**config.mk**
```make
export PLATFORM = sky130hd
export DESIGN_NAME = axi4_lite_master_bridge
export DESIGN_NICKNAME = d
export VERILOG_FILES = /design/src/rtl/axi4_lite_pkg.sv /design/src/rtl/axi4_lite_master_bridge.sv
export SDC_FILE = /design/constraint.sdc
export NUM_CORES = 1
export LEC_CHECK = 0
export ABC_AREA = 1
export CORE_MARGIN = 4
export CORE_UTILIZATION = 35
export DETAILED_ROUTE_END_ITERATION = 8
export GPL_TIMING_DRIVEN = 1
export HOLD_SLACK_MARGIN = 0.03
export PLACE_DENSITY = 0.75
export SLEW_MARGIN = 20
export SYNTH_ARGS = -nofsm -noshare
export SYNTH_HDL_FRONTEND = slang
export SYNTH_SLANG_ARGS = --single-unit
```
**constraint.sdc**
```tcl
create_clock -name iCLK -period 1.4 [get_ports iCLK]
set_clock_uncertainty 0.1 [all_clocks]
set_input_delay 0.28 -clock iCLK [delete_from_list [all_inputs] [get_ports iCLK]]
set_output_delay 0.28 -clock iCLK [all_outputs]
set_load 0.01 [all_outputs]
```
**src/rtl/axi4_lite_pkg.sv**
```systemverilog
// Shared AXI4-Lite definitions used by the master bridge and the slave wrappers.
// Response codes and error classification live here so both ends agree on them.
package axi4_lite_pkg;

    localparam logic [1:0] RESP_OKAY   = 2'b00;
    localparam logic [1:0] RESP_EXOKAY = 2'b01;
    localparam logic [1:0] RESP_SLVERR = 2'b10;
    localparam logic [1:0] RESP_DECERR = 2'b11;

    localparam logic [2:0] PROT_DEFAULT = 3'b000;

    // EXOKAY is a success; only SLVERR and DECERR are errors.
    function automatic logic resp_is_err(input logic [1:0] resp);
        logic err_s;
        case (resp)
            RESP_OKAY, RESP_EXOKAY:   err_s = 1'b0;
            RESP_SLVERR, RESP_DECERR: err_s = 1'b1;
            default:                  err_s = 1'b1;
        endcase
        return err_s;
    endfunction

endpackage

```
**src/rtl/axi4_lite_master_bridge.sv**
```systemverilog
// Single-outstanding AXI4-Lite master: turns a simple request/done handshake
// into one AXI4-Lite read or write, with all channel outputs registered.
module axi4_lite_master_bridge
    import axi4_lite_pkg::*;
#(
    parameter int ADDR_WIDTH = 32,
    parameter int DATA_WIDTH = 32
) (
    input  logic                      iCLK,
    input  logic                      iRST,
    input  logic                      iREQ,
    input  logic                      iWE,
    input  logic [ADDR_WIDTH-1:0]     iADDR,
    input  logic [DATA_WIDTH-1:0]     iWDATA,
    input  logic [DATA_WIDTH/8-1:0]   iWSTRB,
    output logic                      oREADY,
    output logic                      oDONE,
    output logic                      oERR,
    output logic [DATA_WIDTH-1:0]     oRDATA,
    output logic                      m_AWVALID,
    input  logic                      m_AWREADY,
    output logic [ADDR_WIDTH-1:0]     m_AWADDR,
    output logic [2:0]                m_AWPROT,
    output logic                      m_WVALID,
    input  logic                      m_WREADY,
    output logic [DATA_WIDTH-1:0]     m_WDATA,
    output logic [DATA_WIDTH/8-1:0]   m_WSTRB,
    input  logic                      m_BVALID,
    output logic                      m_BREADY,
    input  logic [1:0]                m_BRESP,
    output logic                      m_ARVALID,
    input  logic                      m_ARREADY,
    output logic [ADDR_WIDTH-1:0]     m_ARADDR,
    output logic [2:0]                m_ARPROT,
    input  logic                      m_RVALID,
    output logic                      m_RREADY,
    input  logic [DATA_WIDTH-1:0]     m_RDATA,
    input  logic [1:0]                m_RRESP
);

    typedef enum logic [2:0] {
        ST_IDLE  = 3'd0,
        ST_WRITE = 3'd1,
        ST_WRESP = 3'd2,
        ST_RADDR = 3'd3,
        ST_RDATA = 3'd4
    } state_e;

    state_e                    state_q;
    logic                      ready_q;
    logic                      done_q;
    logic                      err_q;
    logic [DATA_WIDTH-1:0]     rdata_q;
    logic                      awvalid_q;
    logic                      wvalid_q;
    logic                      bready_q;
    logic                      arvalid_q;
    logic                      rready_q;
    logic                      we_q;
    logic [ADDR_WIDTH-1:0]     addr_q;
    logic [DATA_WIDTH-1:0]     wdata_q;
    logic [DATA_WIDTH/8-1:0]   wstrb_q;

    // Write-phase exit: each channel is finished once its VALID has dropped or handshakes now.
    logic aw_fin_s;
    logic w_fin_s;
    assign aw_fin_s = !awvalid_q || m_AWREADY;
    assign w_fin_s  = !wvalid_q  || m_WREADY;

    // Transaction FSM together with the request latch and every registered output.
    always_ff @(posedge iCLK) begin
        if (iRST) begin
            state_q   <= ST_IDLE;
            ready_q   <= 1'b0;
            done_q    <= 1'b0;
            err_q     <= 1'b0;
            rdata_q   <= {DATA_WIDTH{1'b0}};
            awvalid_q <= 1'b0;
            wvalid_q  <= 1'b0;
            bready_q  <= 1'b0;
            arvalid_q <= 1'b0;
            rready_q  <= 1'b0;
            we_q      <= 1'b0;
            addr_q    <= {ADDR_WIDTH{1'b0}};
            wdata_q   <= {DATA_WIDTH{1'b0}};
            wstrb_q   <= {(DATA_WIDTH/8){1'b0}};
        end else begin
            done_q <= 1'b0;
            err_q  <= 1'b0;
            case (state_q)
                ST_IDLE: begin
                    ready_q <= 1'b1;
                    if (iREQ && ready_q) begin
                        ready_q <= 1'b0;
                        we_q    <= iWE;
                        addr_q  <= iADDR;
                        wdata_q <= iWDATA;
                        wstrb_q <= iWSTRB;
                        if (iWE) begin
                            state_q   <= ST_WRITE;
                            awvalid_q <= 1'b1;
                            wvalid_q  <= 1'b1;
                        end else begin
                            state_q   <= ST_RADDR;
                            arvalid_q <= 1'b1;
                        end
                    end
                end
                ST_WRITE: begin
                    if (m_AWREADY) begin
                        awvalid_q <= 1'b0;
                    end
                    if (m_WREADY) begin
                        wvalid_q <= 1'b0;
                    end
                    if (aw_fin_s && w_fin_s) begin
                        state_q  <= ST_WRESP;
                        bready_q <= 1'b1;
                    end
                end
                ST_WRESP: begin
                    if (m_BVALID) begin
                        state_q  <= ST_IDLE;
                        bready_q <= 1'b0;
                        done_q   <= 1'b1;
                        err_q    <= resp_is_err(m_BRESP);
                        ready_q  <= 1'b1;
                    end
                end
                ST_RADDR: begin
                    if (m_ARREADY) begin
                        state_q   <= ST_RDATA;
                        arvalid_q <= 1'b0;
                        rready_q  <= 1'b1;
                    end
                end
                ST_RDATA: begin
                    if (m_RVALID) begin
                        state_q  <= ST_IDLE;
                        rready_q <= 1'b0;
                        rdata_q  <= m_RDATA;
                        done_q   <= 1'b1;
                        err_q    <= resp_is_err(m_RRESP);
                        ready_q  <= 1'b1;
                    end
                end
                default: begin
                    state_q   <= ST_IDLE;
                    ready_q   <= 1'b0;
                    awvalid_q <= 1'b0;
                    wvalid_q  <= 1'b0;
                    bready_q  <= 1'b0;
                    arvalid_q <= 1'b0;
                    rready_q  <= 1'b0;
                end
            endcase
        end
    end

    assign oREADY = ready_q;
    assign oDONE  = done_q;
    assign oERR   = err_q;
    assign oRDATA = rdata_q;

    // The shared address register feeds only the channel matching the latched request type.
    assign m_AWVALID = awvalid_q;
    assign m_AWADDR  = we_q ? addr_q : {ADDR_WIDTH{1'b0}};
    assign m_AWPROT  = PROT_DEFAULT;
    assign m_WVALID  = wvalid_q;
    assign m_WDATA   = wdata_q;
    assign m_WSTRB   = wstrb_q;
    assign m_BREADY  = bready_q;
    assign m_ARVALID = arvalid_q;
    assign m_ARADDR  = we_q ? {ADDR_WIDTH{1'b0}} : addr_q;
    assign m_ARPROT  = PROT_DEFAULT;
    assign m_RREADY  = rready_q;

endmodule

```
==> results of run 1 <==
-- power by group through the flow --
stage / logic, µW / registers (µW) / clock network [µW]
floorplan: 1740 / 4260 / 0
global placement: 3840 / 4140 / 0
detailed placement: 3870 / 4160 / 0
CTS: 3900 / 4100 / 2500
global route: 6160 / 4230 / 2620
finish: 5760 / 4160 / 2440
-- per-layer routing --
metal  up-vias  global-route usage [%]
met1      2559                   21.00
li1       2611                       -
met5         -                       0
met3        28                   7.823
met4         0                   6.298
met2       202                   32.76
-- final cells by class --
| cell class | instances | area [µm²] |
|---|---|---|
| Clock buffer | 11 | 252.7 |
| Clock inverter | 3 | 18.77 |
| Fill cell | 968 | 3573 |
| Inverter | 148 | 563.0 |
| Multi-Input combinational cell | 349 | 2447 |
| Sequential cell | 112 | 2261 |
| Tap cell | 172 | 215.2 |
| Timing Repair Buffer | 330 | 3493 |
-- worst min-delay path: stages (launching register included) --
cell	delay, ns
dfxtp_1	0.31
inv_1	0.04
a21oi_1	0.05
-- through the flow --
stage	setup TNS, ns	utilization (%)	power [µW]
floorplan	0	-	6003
global placement	-30.71	58.17	7980
detailed placement	-32.13	58.17	8032
CTS	-15.28	59.86	10490
global route	-31.84	72.14	13000
finish	-23.04	72.14	12360
-- path summary, 6_finish.rpt --
kind | slack (ns) | endpoint | cells after the start
max | -0.32 | m_ARADDR[7] | 5
min | 0.34 | m_WSTRB[3]$_SDFFE_PP0P_ | 2
max reg2reg | -0.15 | we_q$_SDFFE_PP0P_ | 8
min reg2reg | 0.34 | m_WSTRB[3]$_SDFFE_PP0P_ | 2
-- kinds of logic after synthesis --
family                 Yosys count
AND/OR/NAND/NOR                130
AO/OA/AOI/OAI                  212
other                            1
buffers and inverters          195
flip-flops                     112
-- cells in the mapped netlist, types with 3 or more instances --
cell type and instances:
inv_2 4, o21ai_1 52, buf_4 13, o21ai_0 50
dfxtp_1 112, nor2_1 49, buf_2 11, buf_6 3
nand4_1 4, nand2_1 63, inv_1 144, nand3_1 10
clkbuf_1 19, a21oi_1 108
-- state kept, by name, indices dropped and copies added, names as in the netlist --
signal / flops
m_WVALID: 1
m_RREADY: 1
m_ARVALID: 1
addr_q: 32
state_q: 3
m_AWVALID: 1
m_BREADY: 1
oREADY: 1
m_WSTRB: 4
we_q: 1
oERR: 1
oRDATA: 32
m_WDATA: 32
oDONE: 1
-- what timing repair did --
item / 4_1_cts / 5_1_grt
setup buffers: 6 / 20
gates cloned: 4 / 23
endpoints found under the hold margin: 0 / 0
resized for setup: 377 / 320
hold buffers: 0 / 0
setup endpoints to repair: 183 / 152
pin swaps: 15 / 37
==> run metrics, run 1 <==
combinational power share 46.6%; post-synthesis mux area share 0%; CP max FO 4; width of the die roughly 120 µm; most frequent CP cell buf_12; leakage dissipation approximately 0.0042 µW; die height about 120 µm; Internal 7919 µW; Sw Share between 30 and 40%; Yosys top cell area share just under 50%; post-synthesis sequential area ratio between 40% and 50%; Hold Path Class register to register; clock transition at the registers of the reported paths 0.07 ns; gr ovfl total 0; routability cong. 0.8128; DRT met1 WL roughly 7200 µm; Seq pwr share 33.7%; Max Used Layer met4; CTS tree yes; I/O pins between 200 and 300; Synth-to-Final Area Change 98.39%; post-place instance area roughly 7500 µm²; Pwr per Cell Area ~1300 nW/µm²; min-delay src m_WSTRB[3]$_SDFFE_PP0P_; CP startpoint kind register; CP required 1.02 ns; placed cell count around 1100; hpwl dp roughly 10000 µm; initial antenna violation count 0; Mapped Cells 650; Starting DRT DRC Count between 200 and 250; Final setup viols 169; Clock power frac slightly below 20%; Compound-Gate Fraction of Synth Area a little under a quarter; post-DR wirelength/cell around 17 µm; Post-Synth Simple-Gate Area between 10% and 20%; maximum VDD drop ~0.00067 V; failing checks negative setup slack; net switching power approximately 4400 µW; xor/xnor cell area share of the yosys netlist 0%; Critical Path AT 1.34 ns; status finished with violations; minimum clock period 1.723 ns; Place WS -0.2681 ns; GRT Overall Usage about a fifth; Worst-Skew Late Latency between 0.3 and 0.4 ns; most frequent cells in the layout inv_1, clkdlybuf4s50_1, dfxtp_1; Crit. Startpoint we_q$_SDFFE_PP0P_; Finished Layout Cells approximately 1100; ys async rst share 0%; Pins Over Slew Limit 0; Synth Flop Type dfxtp_1; cell family with most CP delay buffers and inverters; area leader, netlist dfxtp_1; Residual DRC 0; crit-path max cell delay roughly 0.37 ns; DIE AREA ~15000 µm²; largest net degree at the start of global routing 61; post-route clock period utilization 123.1%; Netlist Area Pre-Place 4663 µm²; critical path cell sequence buf_12 -> buf_12 -> clkbuf_16 -> nor2_2 -> buf_2; Initial Util between 30% and 40%; H-tree levels 3; Avg Synthesized Cell Area between 7 and 8 µm²; commonest non-fill, non-tap cell in the layout inv_1; crit path buf inv count 4; Final WS setup -0.3228 ns; ratio of cells with drive above 1 in the final layout 37.78%; global-route wire length before repair between 20000 and 25000 µm; Slowest-stage cell, CP dfxtp_4; Inserted Diodes 0; post-route ant nets 0; synth top area cells dfxtp_1, a21oi_1, inv_1; WHS between 0.3 and 0.4 ns; core region area ~13000 µm²; routed wl met2 roughly 10000 µm; FMAX 580.5 MHz; number of flops mapped to enable cells by yosys 0; deepest clock path buffer count 2; IO Port Bufs 250; Design Area, Final 9251 µm²; CTS sink cnt 112; max capacitance violation total 0; Worst setup EP type output pin; Final Hold Vio Count 0; post-synth cell types 22; drt first pass iters 4; largest family of logic cells by synthesized area compound AO/OA/AOI/OAI gates; CTS Root Cell clkbuf_16; RSZ-0062 raised after global routing true; nets@finish roughly 1100; TritonCTS Buffers 9; r2r startpoint state_q[1]$_SDFFE_PP0P_; yosys warns 0; vias in the first global route approximately 4500; final WL ~19000 µm; cell row count between 40 and 50; #FFs+latches synth roughly 110; Crit Path Class register to output pin; vias per cell 4.800; vias after detailed routing 5400; area share of fa/ha/maj cells after synthesis 0%; met3 wire length approximately 1700 µm
Power figures use the tool's default switching activity.
==> inputs of run 2 (changes only) <==
Settings changed: SETUP_SLACK_MARGIN set to 0.05.
==> run metrics, run 2 (synthesized netlist as in run 1, its figures left out) <==
status finished with violations; failing checks negative setup slack; Finished Layout Cells between 1000 and 1500; Crit Path Class register to output pin; WHS 0.3414 ns; post-route ant nets 0; commonest non-fill, non-tap cell in the layout inv_1; Initial Util 36.36%; Pins Over Slew Limit 0; routability cong. slightly below 0.8; Worst setup EP type output pin; maximum VDD drop between 0.0008 and 0.0009 V; largest net degree at the start of global routing 44; RSZ-0062 raised after global routing true; I/O pins between 200 and 300; most frequent cells in the layout inv_1, clkdlybuf4s50_1, dfxtp_1; deepest clock path buffer count 2; Final WS setup -0.2763 ns; Final Hold Vio Count 0; CP max FO 8; post-route clock period utilization 119.7%; Pwr per Cell Area between 1000 and 1500 nW/µm²; H-tree levels 3; core region area 12820 µm²; Final setup viols roughly 180; Critical Path AT ~1.3 ns; die height around 120 µm; CP required 1.02 ns; IO Port Bufs 250; CP startpoint kind register; post-layout util between 70% and 80%; Design Area, Final around 10000 µm²; CTS tree yes; Inserted Diodes 0; global-route wire length before repair ~28000 µm; max capacitance violation total 0; drt first pass iters 5; vias per cell ~4.9; CTS Root Cell clkbuf_16; FMAX roughly 600 MHz; ratio of cells with drive above 1 in the final layout about half; width of the die between 100 and 150 µm; Worst-Skew Late Latency 0.35 ns; placed cell count roughly 1100; Place WS -0.2706 ns; Synth-to-Final Area Change 116.5%; minimum clock period 1.676 ns; Starting DRT DRC Count approximately 280; Residual DRC 0; CTS Hold Buffers Added 0; TritonCTS Buffers 9; initial antenna violation count 0; GRT Overall Usage about a quarter; post-DR wirelength/cell about 19 µm; vias after detailed routing around 5700; gr ovfl total 0; cell row count 41; clock transition at the registers of the reported paths roughly 0.07 ns; final WL roughly 21000 µm; hpwl dp roughly 10000 µm; leakage dissipation ~0.0043 µW; vias in the first global route ~5400; nets@finish between 1000 and 1500; DIE AREA around 15000 µm²; Hold Path Class register to register; post-place instance area around 7500 µm²; CTS sink cnt ~110
==> run 2: cell types whose count changed in the layout (fill, tap and decap cells not counted), sizes merged <==
cell	before	now
clkinv	3	1
bufbuf	0	2
clkbuf	26	54
inv	148	149
clkdlybuf4s50	110	109
buf	130	159
dlygate4sd2	66	2
clkdlybuf4s15	9	32
bufinv	0	2
nand3	12	13
==> run 2: repair_timing <==
action | 4_1_cts | 5_1_grt
endpoints found under the setup margin | 248 | 238
gates cloned | 27 | 1
pin swaps | 73 | 45
resized for setup | 679 | 279
buffers inserted | 33 | 8
==> run 2: power breakdown <==
group	internal, µW	total [µW]	switching (µW)	leakage (µW)
Clock	1670	2920	1240	0.000163
Sequential	3800	4240	445	0.000915
Combinational	3590	7060	3470	0.00323
Total	9060	14200	5160	0.00431
==> run 2: per-stage QoR <==
stage	setup TNS (ns)	total power, µW
after CTS	-31.05	13020
after detailed placement	-34.12	8111
final	-35.08	14220
after global routing	-43.16	14840
after floorplan	0	6065
after global placement	-32.52	8045
==> run 2: area by class of cell <==
| type | count | area (µm²) |
|---|---|---|
| sequential | 112 | 2265 |
| timing repair buffer | 346 | 3852 |
| clock inverter | 4 | 73.82 |
| inverter | 148 | 560.5 |
| fill | 774 | 2730 |
| tap | 172 | 215.2 |
| multi-input combinational | 350 | 2872 |
| clock buffer | 12 | 256.5 |
==> run 2: worst paths after layout <==
path                       startpoint                  endpoint  slack [ns]  cells past startpoint
max                 we_q$_SDFFE_PP0P_              m_AWADDR[12]       -0.28                      5
min          m_WDATA[23]$_SDFFE_PP0P_  m_WDATA[23]$_SDFFE_PP0P_        0.34                      2
max reg2reg   state_q[1]$_SDFFE_PP0P_  m_WDATA[25]$_SDFFE_PP0P_       -0.27                      9
min reg2reg  m_WDATA[23]$_SDFFE_PP0P_  m_WDATA[23]$_SDFFE_PP0P_        0.34                      2
==> run 2: worst max-delay path, cell delays in order (launching register included) <==
cell and delay (ns):
dfxtp_4 0.42, buf_12 0.13, buf_16 0.15, nand2_2 0.05, inv_1 0.06, buf_2 0.13
==> run 2: metal layers <==
metal / share of wire, % / global-route usage, % / vias up
met5: 0 / 0 / -
met4: 5.3 / 12.46 / 0
met3: 7.8 / 8.143 / 78
met2: 51 / 40.64 / 256
met1: 36 / 26.56 / 2661
li1: - / - / 2666
